$ cat src/rtl/as_event_logger_if.sv
// rtl/as_event_logger_if.sv - record drain handshake between as_event_logger and its consumer
interface as_event_logger_if #(
    parameter int W = 19
);
    logic         rd_valid;
    logic         rd_ready;
    logic [W-1:0] rd_data;

    modport master (output rd_valid, output rd_data, input rd_ready);
    modport slave  (input rd_valid, input rd_data, output rd_ready);
endinterface

$ cat src/rtl/as_event_logger.sv
// rtl/as_event_logger.sv - timestamps level changes on {m,p,b,a} into a show-ahead record FIFO (TS_SAT_EN: saturating timestamp)
module as_event_logger #(
    parameter int TS_W  = 16,
    parameter int DEPTH = 8
) (
    input  logic                       clk,
    input  logic                       rst_n,
    input  logic                       clr,
    input  logic [3:0]                 ev_in,
    as_event_logger_if.master          rd,
    output logic [$clog2(DEPTH+1)-1:0] count,
    output logic                       full,
    output logic                       drop
);
    localparam int REC_W = TS_W + 3;
    localparam int PTR_W = $clog2(DEPTH);
    localparam int CNT_W = $clog2(DEPTH + 1);

    // Event detection and per-channel pending slots
    logic [TS_W-1:0]  ts;
    logic [3:0]       ev_q;
    logic [3:0]       chg;
    logic [3:0]       pending;
    logic [3:0]       lvl_p;
    logic [TS_W-1:0]  ts_p [4];

    // Drain selection
    logic [1:0]       sel;
    logic [3:0]       drain;
    logic [REC_W-1:0] rec_in;

    // FIFO storage
    logic [REC_W-1:0] mem [DEPTH];
    logic [PTR_W-1:0] wr_ptr;
    logic [PTR_W-1:0] rd_ptr;
    logic [CNT_W-1:0] cnt;
    logic             empty;
    logic             push;
    logic             pop;

    assign chg   = ev_in ^ ev_q;
    assign empty = (cnt == '0);
    assign full  = (cnt == CNT_W'(DEPTH));
    assign count = cnt;

    assign pop   = !empty && rd.rd_ready;
    // A full FIFO still accepts a record when the head leaves in the same cycle.
    assign push  = (|pending) && (!full || pop);

    assign rd.rd_valid = !empty;
    assign rd.rd_data  = empty ? '0 : mem[rd_ptr];

    // Lowest-index pending channel is drained first
    always_comb begin
        sel = 2'd0;
        for (int i = 3; i >= 0; i--) begin
            if (pending[i]) sel = 2'(i);
        end
    end

    // One-hot of the channel whose slot is emptied into the FIFO this cycle
    always_comb begin
        drain  = push ? 4'(4'b0001 << sel) : 4'b0000;
        rec_in = {sel, lvl_p[sel], ts_p[sel]};
    end

    // Free-running timestamp; clr restarts it from zero
    always_ff @(posedge clk or negedge rst_n) begin
        if (!rst_n) begin
            ts <= '0;
        end else if (clr) begin
            ts <= '0;
`ifdef TS_SAT_EN
        end else if (ts != '1) begin
            ts <= ts + TS_W'(1);
`else
        end else begin
            ts <= ts + TS_W'(1);
`endif
        end
    end

    // Capture changes into pending slots; a capture on the slot being drained wins
    always_ff @(posedge clk or negedge rst_n) begin
        if (!rst_n) begin
            ev_q    <= '0;
            pending <= '0;
            lvl_p   <= '0;
            drop    <= 1'b0;
            for (int i = 0; i < 4; i++) ts_p[i] <= '0;
        end else if (clr) begin
            // Follow the lines so the clear itself is not seen as a change.
            ev_q    <= ev_in;
            pending <= '0;
            drop    <= 1'b0;
        end else begin
            ev_q <= ev_in;
            for (int i = 0; i < 4; i++) begin
                if (chg[i]) begin
                    pending[i] <= 1'b1;
                    lvl_p[i]   <= ev_in[i];
                    ts_p[i]    <= ts;
                    if (pending[i] && !drain[i]) drop <= 1'b1;
                end else if (drain[i]) begin
                    pending[i] <= 1'b0;
                end
            end
        end
    end

    // FIFO pointers and occupancy; pointers wrap naturally at DEPTH
    always_ff @(posedge clk or negedge rst_n) begin
        if (!rst_n) begin
            wr_ptr <= '0;
            rd_ptr <= '0;
            cnt    <= '0;
        end else if (clr) begin
            wr_ptr <= '0;
            rd_ptr <= '0;
            cnt    <= '0;
        end else begin
            if (push) wr_ptr <= wr_ptr + PTR_W'(1);
            if (pop)  rd_ptr <= rd_ptr + PTR_W'(1);
            case ({push, pop})
                2'b10:   cnt <= cnt + CNT_W'(1);
                2'b01:   cnt <= cnt - CNT_W'(1);
                default: cnt <= cnt;
            endcase
        end
    end

    // Record storage; contents are only visible while rd_valid is high
    always_ff @(posedge clk) begin
        if (push && !clr) mem[wr_ptr] <= rec_in;
    end
endmodule
$ cat src/flat_wrapper.sv
// flat-port wrapper written by rule: the top's interface ports become plain ports
module as_event_logger_flat 
#(
    parameter int TS_W  = 16,
    parameter int DEPTH = 8
)
  (clk, rst_n, clr, ev_in, count, full, drop, rd_rd_valid, rd_rd_data, rd_rd_ready);
  as_event_logger_if rd_i ();
  input  logic clk;
  input  logic rst_n;
  input  logic clr;
  input  logic [3:0] ev_in;
  output logic [$clog2(DEPTH+1)-1:0] count;
  output logic full;
  output logic drop;
  output wire logic [$bits(rd_i.rd_valid)-1:0] rd_rd_valid;
  output wire logic [$bits(rd_i.rd_data)-1:0] rd_rd_data;
  input wire logic [$bits(rd_i.rd_ready)-1:0] rd_rd_ready;
  assign rd_rd_valid = rd_i.rd_valid;
  assign rd_rd_data = rd_i.rd_data;
  assign rd_i.rd_ready = rd_rd_ready;
  as_event_logger #(.TS_W(TS_W), .DEPTH(DEPTH)) u_core (.clk(clk), .rst_n(rst_n), .clr(clr), .ev_in(ev_in), .rd(rd_i), .count(count), .full(full), .drop(drop));
endmodule
$ cat config.mk
export PLATFORM = sky130hd
export DESIGN_NAME = as_event_logger_flat
export DESIGN_NICKNAME = d
export VERILOG_FILES = /design/src/rtl/as_event_logger_if.sv /design/src/rtl/as_event_logger.sv /design/src/flat_wrapper.sv
export SDC_FILE = /design/constraint.sdc
export NUM_CORES = 1
export LEC_CHECK = 0
export ABC_AREA = 0
export CAP_MARGIN = 20
export CORE_MARGIN = 1
export CORE_UTILIZATION = 60
export CTS_BUF_LIST = sky130_fd_sc_hd__clkbuf_16
export DETAILED_ROUTE_END_ITERATION = 10
export PLACE_DENSITY = 0.81
export SYNTH_ARGS = -nofsm -noshare
export SYNTH_HDL_FRONTEND = slang
export SYNTH_SLANG_ARGS = --single-unit
$ cat constraint.sdc
create_clock -name clk -period 4 [get_ports clk]
set_clock_uncertainty 0.05 [all_clocks]
set_input_delay 0.8 -clock clk [delete_from_list [all_inputs] [get_ports clk]]
set_output_delay 0.8 -clock clk [all_outputs]
set_load 0.03 [all_outputs]
==> impl_metrics.ini, run 1 <==
[drt]
post_drt_wl_per_cell_um = 22.2
drc = 0
num_vias = 5868
first_iter_violations = 485
wl_mm = 20.9
viasPerCell = 6.25
drtPass1Iterations = 5
final_antenna_net_count = 0

[timing]
rsz0062_at_grt = no
tightestPinTransition_ns = 0.901
timing.final.crit_share = 0.883
fmax_mhz = 283
finalWorstPathRequiredPeriod_ns = 3.53
slew_headroom = 0.397
hold_viol_final = 0
maxSlewViolCount = 0
fin_tns_setup_ns = 0
setup_viol = 0

[pwr]
p_total_uw = 7030
power_frac_comb = 0.268
power_density_nw_per_um2 = 589
p_switching_uw = 2110
peakVddDrop_v = 0.000314
p_seq_frac = 0.438
p_int_uw = 4920
p_leak_uw = 0.00462
clock_power_share = 0.294
netSwitchingFraction = 0.300

[clock_tree]
ctsResizeCount = 0
path_clk_slew_ns = 0.06
ctsHoldBuffers = 0
numCtsBuffers = 25
cts_setup_buffers = 0
cts-htree-levels = 1
cts.sink_count = 255
clk_path_buf_depth = 3
cts_tree = done
clk_latency_ns = 0.52
clockRootBuffer = clkbuf_16

[critical_path]
cp-end-kind = output pin
cp_data_arrival_time_ns = 2.68
reg2reg_depth = 8
cp_max_fo = 22
reg2reg_to = u_core.count[3]$_DFFE_PN0P_
critPathLaunchType = register
crit_start = u_core.rd_ptr[0]$_DFFE_PN0P_
timing.setup.critical_path_class = reg -> out
cpPeakStageDelay_ns = 0.59
path_cells = buf_4, mux4_2, mux2i_1, nor2_1, clkdlybuf4s50_1
worst-endpoint-required_ns = 3.15
r2r_slack_ns = 1.00
r2r_start = u_core.count[2]$_DFFE_PN0P_
critPathSlowestCell = clkdlybuf4s50_1

[placed_design]
place.gp.congestion = 0.812
dp.final_hpwl_mm = 13.0
port_buffers = 33

[floorplanning]
coreArea_um2 = 16800
io_pins = 34
die-area_um2 = 18000
start_util = 0.623
fp.dieH_um = 134
dieWidth_um = 134
num_rows = 47

[global_routing]
grt_max_degree = 81
grt_pass1_wl_mm = 32.9
grt_pass1_vias = 6120
gr-total-overflow = 0
grt_usage = 0.244
antenna_found_initial = 0

[yosys]
post_synth.cell_area_avg_um2 = 16.1
seq_area_frac_synth = 0.682
synth_area_leaders = edfxtp_1 44%, dfrtp_1 25%, mux4_2 8.2%, mux2_2 6.9%, mux2i_1 2.0%
yosysTopAreaCellShare = 0.436
ys_warn_count = 0
synth_fp_nets = 663
synth_seq_cells = 255
synth-edff-count = 152
netlist_instances = 649
ys_types = 51
yosysTopAreaCell = edfxtp_1
synth_ff_type = edfxtp_1
async_reset_ff_frac = 0.404
netlist_area_um2 = 10500

[cells_and_area]
syn2layout_area_growth_pct = 13.8
fill_cells = 1075
diodes = 0
drive_gt1_frac = 0.259
nNetsFinal = 714

[job]
max_cap_violations = 0

[hold_path]
min_path_type = in -> async

[run_status]
status = finished, final reports clean
## routing by layer
layer | vias to the layer above | routed length, um | track usage
met1 | 3057 | 8350 | 0.311
met5 | - | 0 | 0
met3 | 46 | 1050 | 0.0325
met4 | 0 | 555 | 0.0936
met2 | 192 | 10900 | 0.429
li1 | 2573 | - | -
## Yosys cell counts (2+ instances only)
cell,count
a21oi_1,13
a222oi_1,17
and2_1,2
and3_1,2
buf_1,4
buf_2,12
clkbuf_1,23
clkinv_1,2
dfrtp_1,103
edfxtp_1,152
ha_1,5
inv_1,6
mux2_2,64
mux2i_1,21
mux4_2,38
nand2_1,41
nand2b_1,2
nand3_1,9
nand4_1,3
nor2_1,51
nor2b_1,4
nor3_1,9
nor4_1,5
o21ai_0,12
o21ai_1,2
or3_1,2
xnor2_1,12
xor2_1,10
## stage by stage
step / std cells / hold slack (ns) / setup WS [ns] / cell area [um^2] / util
after floorplan: 649 / 0.406 / 0.540 / 10500 / -
after global routing: 939 / 0.0337 / 0.340 / 11900 / 0.709
after global placement: 892 / 0.422 / 0.796 / 11200 / 0.664
final: 939 / 0.0471 / 0.467 / 11900 / 0.709
after detailed placement: 892 / 0.428 / 0.667 / 11200 / 0.664
after CTS: 938 / 0.421 / 0.406 / 11900 / 0.707
## state kept, by name, indices dropped and copies added, names as in the netlist
| register | count |
|---|---|
| u_core.count | 4 |
| u_core.drop | 1 |
| u_core.ev_q | 4 |
| u_core.lvl_p | 4 |
| u_core.mem | 152 |
| u_core.pending | 4 |
| u_core.rd_ptr | 3 |
| u_core.ts | 16 |
| u_core.ts_p | 64 |
| u_core.wr_ptr | 3 |
## critical path, delay by kind of cell, from the launching register on
family | cells | cell delay [ns]
buf+inv | 2 | 0.98
mux | 2 | 0.77
simple gates | 1 | 0.06
flops | 1 | 0.35
## worst max-delay path by stage
stage / end / slack, ns / cells past startpoint
3_3_place_gp: u_core.count[3]$_DFFE_PN0P_ / 0.80 / 9
5_1_grt: rd_rd_data[6] / 0.34 / 5
2_1_floorplan: u_core.mem[0][0]$_DFFE_PP_ / 0.54 / 4
6_report: rd_rd_data[5] / 0.47 / 5
4_1_cts: rd_rd_data[5] / 0.41 / 5
3_5_place_dp: u_core.count[3]$_DFFE_PN0P_ / 0.67 / 9
## placed cells by master, fill, tap and decap left out, types with 8 or more instances in the layout
cell type,instances
buf_4,31
dfrtp_1,102
clkbuf_16,25
nand3_1,9
o21ai_0,12
nor2_1,45
mux4_2,38
mux2i_1,21
a222oi_1,17
nand2_1,41
xnor2_1,12
clkinv_1,8
clkdlybuf4s50_1,32
a21oi_1,13
inv_1,14
mux2_2,64
edfxtp_1,152
xor2_1,10
## final cells by class
cell class / count / area [um^2] / share of cell area
flip-flops and latches: 255 / 7140 / 0.599
clock inverters: 21 / 97.6 / 0.00818
multi-input cells: 346 / 3170 / 0.266
well taps: 220 / 275 / 0.0231
repair buffers: 64 / 581 / 0.0487
inverters: 8 / 30.0 / 0.00252
clock buffers: 25 / 626 / 0.0525
## logic make-up (layout without fill, tap and decap cells)
kind of cell               count (synthesis)  after routing  share of synthesized area
AOI/OAI and AO/OA                         55             55                     0.0391
xor gates and xnor gates                  22             22                     0.0184
adders and majority gates                  6              6                    0.00788
buffers and inverters                     48            118                     0.0193
DFF                                      255            255                      0.682
muxes                                    124            124                      0.172
and+or+nand+nor                          139            139                     0.0621
## power groups by stage
stage | sequential [uW] | clock [uW] | combinational (uW)
3_3_place_gp | 3110 | 0 | 1850
6_report | 3080 | 2070 | 1880
2_1_floorplan | 3120 | 0 | 1230
5_1_grt | 3090 | 2200 | 2000
3_5_place_dp | 3130 | 0 | 1900
4_1_cts | 3080 | 2100 | 1920
Power figures use the tool's default switching activity.
==> run 2, diff against run 1 <==
--- a/config.mk
+++ b/config.mk
@@ -7,7 +7,7 @@
 export LEC_CHECK = 0
 export ABC_AREA = 0
 export CAP_MARGIN = 20
-export CORE_MARGIN = 1
+export CORE_MARGIN = 3
 export CORE_UTILIZATION = 60
 export CTS_BUF_LIST = sky130_fd_sc_hd__clkbuf_16
 export DETAILED_ROUTE_END_ITERATION = 10
==> impl_metrics.ini, run 2 (synthesized netlist as in run 1, its figures left out) <==
[run_status]
status = finished, final reports clean

[floorplanning]
dieWidth_um = 138
num_rows = 47
coreArea_um2 = 16800
fp.dieH_um = 138
io_pins = 34
die-area_um2 = 19100
start_util = 0.623

[drt]
first_iter_violations = 534
num_vias = 5744
wl_mm = 20.4
final_antenna_net_count = 0
drtPass1Iterations = 5
post_drt_wl_per_cell_um = 21.9
viasPerCell = 6.17
drc = 0

[clock_tree]
numCtsBuffers = 24
clockRootBuffer = clkbuf_16
path_clk_slew_ns = 0.06
cts_setup_buffers = 0
cts-htree-levels = 1
cts_tree = done
ctsResizeCount = 0
clk_path_buf_depth = 3
ctsHoldBuffers = 0
cts.sink_count = 255
clk_latency_ns = 0.51

[pwr]
power_density_nw_per_um2 = 599
p_total_uw = 7130
peakVddDrop_v = 0.000401
p_leak_uw = 0.00460

[cells_and_area]
mostFrequentLayoutCells = 152 x edfxtp_1, 102 x dfrtp_1, 64 x mux2_2
finalNonFillerCells = 931
regMostFlops = u_core.mem
nNetsFinal = 707
fill_cells = 1039
largest_reg_flops = 152
drive_gt1_frac = 0.242
post-route-util = 0.708
syn2layout_area_growth_pct = 13.6
final_common_cell = edfxtp_1
top_regs = u_core.mem (152), u_core.ts_p (64), u_core.ts (16)
diodes = 0

[global_routing]
gr-total-overflow = 0
antenna_found_initial = 0
grt_usage = 0.218
grt_pass1_vias = 6106
grt_max_degree = 63
grt_pass1_wl_mm = 33.2

[timing]
timing.final.crit_share = 0.888
fin_tns_setup_ns = 0
rsz0062_at_grt = no
hold_viol_final = 0
setup_viol = 0
setup_slack_ns = 0.448
tightestPinTransition_ns = 1.22
fmax_mhz = 282
finalWorstPathRequiredPeriod_ns = 3.55
maxSlewViolCount = 0
slew_headroom = 0.182

[placed_design]
dp_cells = 887
place.gp.congestion = 0.881
dp.final_hpwl_mm = 12.4
post-place-ws_ns = 0.644
port_buffers = 33

[job]
max_cap_violations = 0

[hold_path]
min_path_type = in -> async

[critical_path]
reg2reg_depth = 8
cp_max_fo = 38
critPathLaunchType = register
worst-endpoint-required_ns = 3.15
cp_data_arrival_time_ns = 2.70
timing.setup.critical_path_class = reg -> out
cp-end-kind = output pin
[run 2: cell types whose count changed in the layout (fill, tap and decap cells not counted), sizes merged]
cell / previous run / this run
buf: 32 / 26
bufinv: 0 / 3
clkinv: 13 / 11
inv: 15 / 13
clkbuf: 25 / 24
[run 2: layout make-up]
cell class | count | area (um^2) | area share
Clock buffer | 24 | 601 | 0.0505
Clock inverter | 20 | 169 | 0.0142
Inverter | 8 | 30.0 | 0.00252
Multi-Input combinational cell | 346 | 3160 | 0.265
Sequential cell | 255 | 7140 | 0.600
Tap cell | 220 | 275 | 0.0231
Timing Repair Buffer | 58 | 528 | 0.0444
[run 2: worst paths after layout]
| kind | start | endpoint | slack, ns |
|---|---|---|---|
| min in group clk | u_core.ev_q[1]$_DFF_PN0_ | u_core.lvl_p[1]$_DFFE_PN0P_ | 0.44 |
| max in group asynchronous | rst_n | u_core.ev_q[0]$_DFF_PN0_ | 2.79 |
| hold reg to reg | u_core.ev_q[1]$_DFF_PN0_ | u_core.lvl_p[1]$_DFFE_PN0P_ | 0.44 |
| hold / removal | rst_n | u_core.ts_p[15]$_DFFE_PN0P_ | 0.32 |
| setup / recovery | u_core.rd_ptr[0]$_DFFE_PN0P_ | rd_rd_data[1] | 0.45 |
| setup reg to reg | u_core.count[2]$_DFFE_PN0P_ | u_core.count[3]$_DFFE_PN0P_ | 0.97 |
[run 2: routing by layer]
metal / wire (um) / GRT usage
met5: 0 / 0
met1: 8390 / 0.289
met3: 1040 / 0.0401
met4: 207 / 0.0541
met2: 10800 / 0.379
[run 2: per-stage QoR]
step | cell area [um^2] | hold slack [ns]
after global routing | 11900 | 0.374
after floorplan | 10500 | 0.406
final | 11900 | 0.318
after detailed placement | 11100 | 0.426
after global placement | 11100 | 0.419
after CTS | 11900 | 0.336
[run 2: critical path, stage by stage (launching register included)]
cell	delay (ns)
dfrtp_2	0.41
buf_12	0.30
mux4_2	0.55
mux2i_1	0.21
nor2_1	0.09
clkdlybuf4s50_1	0.61
[run 2: where the power goes]
part | internal [uW] | leakage [uW] | switching [uW]
Combinational | 818 | 0.00138 | 1050
Sequential | 2970 | 0.00282 | 115
Clock | 1280 | 0.000397 | 899
Total | 5070 | 0.00460 | 2070
==> run 3, diff against run 2 <==
--- a/config.mk
+++ b/config.mk
@@ -7,11 +7,14 @@
 export LEC_CHECK = 0
 export ABC_AREA = 0
 export CAP_MARGIN = 20
+export CELL_PAD_IN_SITES_DETAIL_PLACEMENT = 1
+export CELL_PAD_IN_SITES_GLOBAL_PLACEMENT = 2
 export CORE_MARGIN = 3
-export CORE_UTILIZATION = 60
+export CORE_UTILIZATION = 46
 export CTS_BUF_LIST = sky130_fd_sc_hd__clkbuf_16
 export DETAILED_ROUTE_END_ITERATION = 10
-export PLACE_DENSITY = 0.81
+export PLACE_DENSITY = 0.82
+export REMOVE_ABC_BUFFERS = 1
 export SYNTH_ARGS = -nofsm -noshare
 export SYNTH_HDL_FRONTEND = slang
 export SYNTH_SLANG_ARGS = --single-unit
==> impl_metrics.ini, run 3 (synthesized netlist as in run 1, its figures left out) <==
[run_status]
status = finished, final reports clean

[global_routing]
gr-usage-met3 = 0.0225
grt_usage = 0.196
busiest_layer = met2
grt_pass1_vias = 6260
grt_pass1_wl_mm = 36.9
gr-total-overflow = 0
use_met1 = 0.277
grtUsageMet2 = 0.330
antenna_found_initial = 0
grt_max_degree = 77

[placed_design]
dp_cells = 947
port_buffers = 33
place.gp.congestion = 0.728
post-place-ws_ns = 0.660
dpl_cell_area_um2 = 11200
dp.final_hpwl_mm = 14.1

[critical_path]
r2r_start = u_core.count[0]$_DFFE_PN0P_
reg2reg_to = u_core.count[3]$_DFFE_PN0P_
worst-endpoint-required_ns = 3.15
timing.setup.critical_path_class = reg -> out
cp_data_arrival_time_ns = 2.75
cp-end-kind = output pin
critPathLaunchType = register
reg2reg_depth = 8
r2r_slack_ns = 0.91
cp_max_fo = 14

[cells_and_area]
final_common_cell = edfxtp_1
multi_input_area_um2 = 3160
top_regs = u_core.mem (152), u_core.ts_p (64), u_core.ts (16)
fill_cells = 2040
largest_reg_flops = 152
drive_gt1_frac = 0.248
mostFrequentLayoutCells = 152 x edfxtp_1, 102 x dfrtp_1, 64 x mux2_2
diodes = 0
final_area_um2 = 12000
nNetsFinal = 711
finalNonFillerCells = 995
syn2layout_area_growth_pct = 14.3
regMostFlops = u_core.mem
seq_area_um2 = 7140

[clock_tree]
cts_setup_buffers = 0
ctsResizeCount = 0
clk_latency_ns = 0.52
cts_tree = done
clk_path_buf_depth = 3
clockRootBuffer = clkbuf_16
path_clk_slew_ns = 0.06
numCtsBuffers = 27
cts.sink_count = 255
cts-htree-levels = 1
ctsHoldBuffers = 0

[floorplanning]
io_pins = 34
fp.dieH_um = 157
num_rows = 54
start_util = 0.474
die-area_um2 = 24600
dieWidth_um = 157
coreArea_um2 = 22100

[drt]
drtPass1Iterations = 5
drc = 0
num_vias = 5746
viasPerCell = 5.77
first_iter_violations = 348
wl_mm = 23.4
final_antenna_net_count = 0
post_drt_wl_per_cell_um = 23.5

[timing]
rsz0062_at_grt = no
finalWorstPathRequiredPeriod_ns = 3.60
setup_viol = 0
fmax_mhz = 278
maxSlewViolCount = 0
hold_viol_final = 0
tightestPinTransition_ns = 0.959
slew_headroom = 0.358
timing.final.crit_share = 0.900
fin_tns_setup_ns = 0
setup_slack_ns = 0.399

[pwr]
p_total_uw = 7150
power_density_nw_per_um2 = 597
p_leak_uw = 0.00463
peakVddDrop_v = 0.000276

[job]
max_cap_violations = 0

[hold_path]
min_path_type = in -> async
## run 3: changes by cell type in the layout (fill, tap and decap cells not counted), sizes merged
| cell | change |
|---|---|
| inv | +5 |
| bufinv | -3 |
| clkbuf | +3 |
| buf | +1 |
| clkinv | -1 |
| clkinvlp | -1 |
## run 3: power breakdown
part / internal, uW / switching (uW) / total [uW]
Sequential: 2970 / 128 / 3100
Combinational: 819 / 1080 / 1900
Clock: 1210 / 950 / 2160
Total: 5000 / 2160 / 7150
## run 3: worst max-delay path by stage
| stage | start | endpoint | slack (ns) | cells past startpoint |
|---|---|---|---|---|
| after CTS | u_core.rd_ptr[0]$_DFFE_PN0P_ | rd_rd_data[16] | 0.35 | 5 |
| after global placement | rd_rd_ready | u_core.count[3]$_DFFE_PN0P_ | 0.75 | 9 |
| after floorplan | u_core.count[2]$_DFFE_PN0P_ | rd_rd_valid | 0.51 | 2 |
| final | u_core.rd_ptr[0]$_DFFE_PN0P_ | rd_rd_data[16] | 0.40 | 5 |
| after detailed placement | rd_rd_ready | u_core.count[3]$_DFFE_PN0P_ | 0.66 | 9 |
| after global routing | u_core.rd_ptr[0]$_DFFE_PN0P_ | rd_rd_data[16] | 0.22 | 5 |
## run 3: final cells by class
type	instances	area share
clock buffer	27	0.0564
multi-input combinational	346	0.263
tap	280	0.0292
inverter	8	0.00251
sequential	255	0.596
clock inverter	20	0.00679
timing repair buffer	59	0.0453
## run 3: critical path: stages (launching register included)
cell	delay, ns
dfrtp_2	0.50
buf_4	0.34
mux4_2	0.55
mux2i_1	0.17
nor2_1	0.06
clkdlybuf4s50_1	0.61
## run 3: metrics by stage
step	util	hold WS, ns
global route	0.542	0.0260
global placement	0.507	0.416
detailed placement	0.507	0.439
finish	0.542	0.0425
floorplan	-	0.406
CTS	0.541	0.418
## run 3: metal layers
layer,up-vias,part of all wire
met3,32,0.036
met4,0,0.018
met1,3028,0.44
met2,127,0.51
met5,-,0
li1,2559,-
